==> src/rtl/sevseg_pkg.sv <==
// rtl/sevseg_pkg.sv - shared types and constants for the seven-segment scan scheduler
package sevseg_pkg;

   typedef enum logic {
      SHOW_A = 1'b0,
      SHOW_B = 1'b1
   } state_t;

   localparam int DIGITS  = 4;
   localparam int DIGIT_W = 4;
   localparam int WORD_W  = DIGITS * DIGIT_W;

   // Counter width for a modulus of v, never narrower than one bit.
   function automatic int min_one_clog2(input int v);
      return (v > 1) ? $clog2(v) : 1;
   endfunction

endpackage

==> src/rtl/sevseg_refresh_gen.sv <==
// rtl/sevseg_refresh_gen.sv - refresh prescaler and digit-select counter
module sevseg_refresh_gen
   import sevseg_pkg::*;
#(
   parameter int REFRESH_DIV = 100000
) (
   input  logic       clk,
   input  logic       rst,
   output logic       tick,
   output logic [1:0] digit_sel,
   output logic       frame_end
);

   localparam int              PW         = min_one_clog2(REFRESH_DIV);
   localparam logic [PW-1:0]   LAST_PRE   = PW'(REFRESH_DIV - 1);
   localparam logic [1:0]      LAST_DIGIT = 2'(DIGITS - 1);

   logic [PW-1:0] prescale;

   always_ff @(posedge clk) begin
      if (rst) begin
         prescale  <= '0;
         digit_sel <= '0;
      end else if (tick) begin
         prescale  <= '0;
         digit_sel <= digit_sel + 2'd1;
      end else begin
         prescale  <= prescale + 1'b1;
      end
   end

   assign tick      = (prescale == LAST_PRE);
   assign frame_end = tick && (digit_sel == LAST_DIGIT);

endmodule

==> src/rtl/sevseg_scan_sched.sv <==
// rtl/sevseg_scan_sched.sv - frame-synchronous source arbiter feeding the display driver
module sevseg_scan_sched
   import sevseg_pkg::*;
#(
   parameter int REFRESH_DIV = 100000,
   parameter int HOLD_FRAMES = 200
) (
   input  logic        clk,
   input  logic        rst,
   input  logic [15:0] a_data,
   input  logic        b_req,
   input  logic [15:0] b_data,
   output logic        b_ack,
   output logic        b_done,
   output logic [1:0]  digit_sel,
   output logic [15:0] disp_data,
   output logic        frame_end
);

   localparam int            HW        = min_one_clog2(HOLD_FRAMES);
   localparam logic [HW-1:0] HOLD_INIT = HW'(HOLD_FRAMES - 1);

   logic tick;
   logic frame_end_i;
   logic advance;

   state_t            state_q, state_d;
   logic [HW-1:0]     hold_q, hold_d;
   logic [WORD_W-1:0] disp_q, disp_d;
   logic              ack_q, ack_d;
   logic              done_q, done_d;

   sevseg_refresh_gen #(
      .REFRESH_DIV (REFRESH_DIV)
   ) u_refresh (
      .clk       (clk),
      .rst       (rst),
      .tick      (tick),
      .digit_sel (digit_sel),
      .frame_end (frame_end_i)
   );

   // All display/handshake updates are confined to the frame boundary so a frame never tears.
   assign advance = tick && frame_end_i;

   always_ff @(posedge clk) begin
      if (rst) begin
         state_q <= SHOW_A;
         hold_q  <= '0;
         disp_q  <= '0;
         ack_q   <= 1'b0;
         done_q  <= 1'b0;
      end else begin
         state_q <= state_d;
         hold_q  <= hold_d;
         disp_q  <= disp_d;
         ack_q   <= ack_d;
         done_q  <= done_d;
      end
   end

   always_comb begin
      state_d = state_q;
      hold_d  = hold_q;
      disp_d  = disp_q;
      ack_d   = 1'b0;
      done_d  = 1'b0;
      if (advance) begin
         case (state_q)
            SHOW_A: begin
               if (b_req) begin
                  disp_d  = b_data;
                  ack_d   = 1'b1;
                  hold_d  = HOLD_INIT;
                  state_d = SHOW_B;
               end else begin
                  disp_d = a_data;
               end
            end
            SHOW_B: begin
               // b_req is deliberately ignored here; A gets a full frame after b_done.
               if (hold_q != '0) begin
                  hold_d = hold_q - 1'b1;
               end else begin
                  disp_d  = a_data;
                  done_d  = 1'b1;
                  state_d = SHOW_A;
               end
            end
            default: state_d = SHOW_A;
         endcase
      end
   end

   assign disp_data = disp_q;
   assign b_ack     = ack_q;
   assign b_done    = done_q;
   assign frame_end = frame_end_i;

endmodule
==> config.mk <==
export PLATFORM = sky130hd
export DESIGN_NAME = sevseg_scan_sched
export DESIGN_NICKNAME = d
export VERILOG_FILES = /design/src/rtl/sevseg_pkg.sv /design/src/rtl/sevseg_refresh_gen.sv /design/src/rtl/sevseg_scan_sched.sv
export SDC_FILE = /design/constraint.sdc
export NUM_CORES = 1
export LEC_CHECK = 0
export BUFFER_PORTS_ARGS = -buffer_cell sky130_fd_sc_hd__buf_2
export CELL_PAD_IN_SITES_DETAIL_PLACEMENT = 0
export CELL_PAD_IN_SITES_GLOBAL_PLACEMENT = 2
export CORE_MARGIN = 8
export CORE_UTILIZATION = 29
export CTS_CLUSTER_SIZE = 28
export DETAILED_ROUTE_END_ITERATION = 8
export GPL_TIMING_DRIVEN = 0
export PLACE_DENSITY = 0.77
export SETUP_SLACK_MARGIN = 0.4
export SYNTH_ARGS = -nofsm -noshare
export SYNTH_HDL_FRONTEND = slang
export SYNTH_SLANG_ARGS = --single-unit
==> constraint.sdc <==
create_clock -name clk -period 1.8 [get_ports clk]
set_input_delay 0.45 -clock clk [delete_from_list [all_inputs] [get_ports clk]]
set_output_delay 0.45 -clock clk [all_outputs]
set_load 0.02 [all_outputs]
==> summary.md <==
| Metric | Value |
|---|---|
| Outcome | finished, violations left |
| Violated checks | negative setup slack |
| Post-Syn Area | 2420 um2 |
| Peak supply drop | 294 uV |
| Sw Pwr | 431 uW |
| HP Class | flop to flop |
| Avg Cell Area, Syn | 9.28 um2 |
| Layout area overhead | 47.2% |
| Vias | 2,372 |
| Reg2reg setup slack | -410 ps |
| Relative slew slack | 57.8% |
| Setup Skew | 10.3 ps |
| # rows | 33 |
| Setup WS pre-CTS | -399 ps |
| CTS Hold Buffers Added | 0 |
| Avg Vias per Cell | 5.19 |
| MaxCap Viol Count | 0 |
| Ys Warns | 0 |
| Final Cycle Share | 123% |
| Worst path slowest cell | or4_4 |
| Sequential area share after synthesis | 38.0% |
| CP required | 2040 ps |
| Worst setup SP type | flop |
| Clk pwr share | between 30% and 40% |
| Most used flip-flop cell after synthesis | dfxtp_1 |
| Total Power | 1.78 mW |
| Tot GR Track Use | about an eighth |
| DIE AREA | 11,500 um2 |
| First-pass GRT wire length | 11.4 mm |
| Cell count after placement | 420 |
| Cell variety after synth | 49 |
| Number of DRC markers in iteration 0 | 105 |
| Chip height | 107 um |
| CP most frequent cell | buf_4 |
| Starting density of the core | 29.6% |
| Worst EP arrival | between 2000 and 2500 ps |
| Logic pwr share | 7.4% |
| Pint | 1.35 mW |
| Reg power frac | about 58% |
| Synth async-reset ratio | 0% |
| RSZ-0062 raised after global routing | true |
| Endpoints failing setup | 46 |
| Syn Nets | 300 |
| Final setup margin | -414 ps |
| Crit Path Max Fanout | 2 |
| Hpwl dp | ~5 mm |
| P_leak | 1.34 nW |
| Core area | 8180 um2 |
| Layout cells sized above 1 | 47.7% |
| Critical path's largest stage delay | 520 ps |
| CTS tree | built |
| CP endpoint kind | flop |
| Sw Ratio | between 20% and 30% |
| Largest net degree at the start of global routing | 14 |
| Clock sinks | 46 |
| Final TNS setup | -11,500 ps |
| CTS clock-pin slew for the worst setup and hold paths | 90 ps |
| Hold Slack | 476 ps |
| Vias in the first global route | 2,238 |
| Clk root buf | clkbuf_8 |
| Placement Cell Area | 2910 um2 |
| Cells after Synth | 261 |
| TritonRoute pass-1 iters | 4 |
| Final Util | 43.6% |
| Maximum clock path buffer count | 2 |
| Max Slew Vio Count | 0 |
| Avg WL per Cell | 15.7 um |
| Final Instance Area | 3570 um2 |
| Clk_lat worst skew | roughly 300 ps |
| Crit path cell chain | or4_4 > nor4_4 > nand2_2 > buf_4 > buf_6 > buf_4 > buf_4 > buf_4 > buf_4 > nor3b_2 |
| Crit path kind | flop to flop |
| Max Clk Rate | 452 MHz |
| Diode count | 0 |
| Final WL | 7.17 mm |
| Most frequent cells in the layout | buf_2, dfxtp_1, nand4_1 |
| Final Hold Vio Count | 0 |
| Initial antenna violation count | 0 |
| Chip width | ~110 um |
| Residual DRC | 0 |
| Final Wtd Congestion | 0.741 |
| Remaining antenna violation count | 0 |
| Min Tclk post-route | 2210 ps |
| Post-synthesis register bit count | 46 |
| Cell area power density | 501 nW/um2 |
| Post-synth EDFFs | 0 |
| Number of buffers created by CTS | 5 |
| Final nets | between 300 and 400 |
| Htree depth | 2 |
| Commonest non-fill, non-tap cell in the layout | buf_2 |
| # IOs | 56 |
| GR Overflow Total | 0 |
| Slew @ Worst Pin | approximately 630 ps |
| Non-filler cells, final | 457 |
| Port Buffers | 54 |
==> what timing repair did <==
item / CTS / global route
gates cloned: 5 / 0
setup buffers: 21 / 4
pin swaps: 13 / 13
setup endpoints to repair: 46 / 46
resized for setup: 33 / 33
==> registers in the layout, summed over array words and instances (netlist names) <==
register             count
u_refresh.prescale      17
b_done                   1
u_refresh.digit_sel      2
b_ack                    1
hold_q                   8
state_q                  1
disp_data               16
==> metal layers <==
layer | part of all wire [%] | track usage, %
met1 | 46 | 15.8
met2 | 46 | 19.4
met3 | 6.8 | 2.93
met4 | 0.71 | 2.48
met5 | 0 | 0
==> synth_stat cells, types with 2 or more instances <==
cell / number / share of area (%)
nor4_1: 5 / 1.3
or3_1: 4 / 1.0
o31ai_1: 3 / 0.93
a31oi_1: 21 / 5.4
inv_1: 7 / 1.1
nand3_1: 5 / 1.0
or4_1: 2 / 0.62
xor2_1: 3 / 1.1
nor3b_2: 6 / 3.1
mux2i_1: 16 / 6.6
and3_1: 2 / 0.52
nand2_1: 9 / 1.4
nand4_1: 21 / 5.4
a311oi_1: 5 / 1.8
nor3b_1: 11 / 3.4
buf_2: 6 / 1.2
buf_4: 2 / 0.62
nor2_1: 19 / 2.9
xnor2_1: 10 / 3.6
o21a_1: 3 / 0.93
a21oi_1: 6 / 1.2
clkbuf_1: 10 / 1.5
ha_1: 4 / 2.1
o21ai_0: 3 / 0.62
or4_4: 2 / 0.93
dfxtp_1: 46 / 38
and2_1: 2 / 0.52
nor3_1: 6 / 1.2
buf_6: 2 / 0.93
==> power by group through the flow <==
stage	Sequential, mW	Combinational, mW	Clock (mW)
finish	1.03	0.132	0.622
global route	1.03	0.145	0.692
CTS	1.03	0.131	0.649
detailed placement	1.06	0.113	0
global placement	1.06	0.113	0
floorplan	1.05	0.0610	0
==> cells by family (layout without fill, tap and decap cells) <==
kind of cell,count (synthesis),count (layout),synth area share [%]
simple gates,107,107,29.1
xor+xnor,13,13,4.70
buf+inv,27,118,5.42
flops,46,46,38.0
fa+ha+maj,4,4,2.07
mux,16,16,6.61
compound gates,48,48,14.1
==> worst max-delay path: cells and delay by family (launching register included) <==
| family | cells | cell delay [ps] |
|---|---|---|
| buffers and inverters | 6 | 740 |
| DFF | 1 | 350 |
| and+or+nand+nor | 4 | 1070 |
==> final cells by class <==
type | count | area, um2
plain buffers | 20 | 148
clock buffers | 5 | 68.8
clock inverters | 2 | 10.0
fillers | 829 | 4610
inverters | 7 | 26.3
multi-input cells | 188 | 1610
flip-flops and latches | 46 | 932
well taps | 105 | 131
repair buffers | 84 | 639
==> path summary, 6_finish.rpt <==
path,endpoint,cells past startpoint,startpoint
worst max register to register,b_ack,10,u_refresh.prescale[13]
worst min register to register,u_refresh.prescale[0],1,u_refresh.prescale[0]
worst max-delay path,b_ack,10,u_refresh.prescale[13]
worst min-delay path,u_refresh.prescale[0],1,u_refresh.prescale[0]
(Power assumes the default switching activity.)
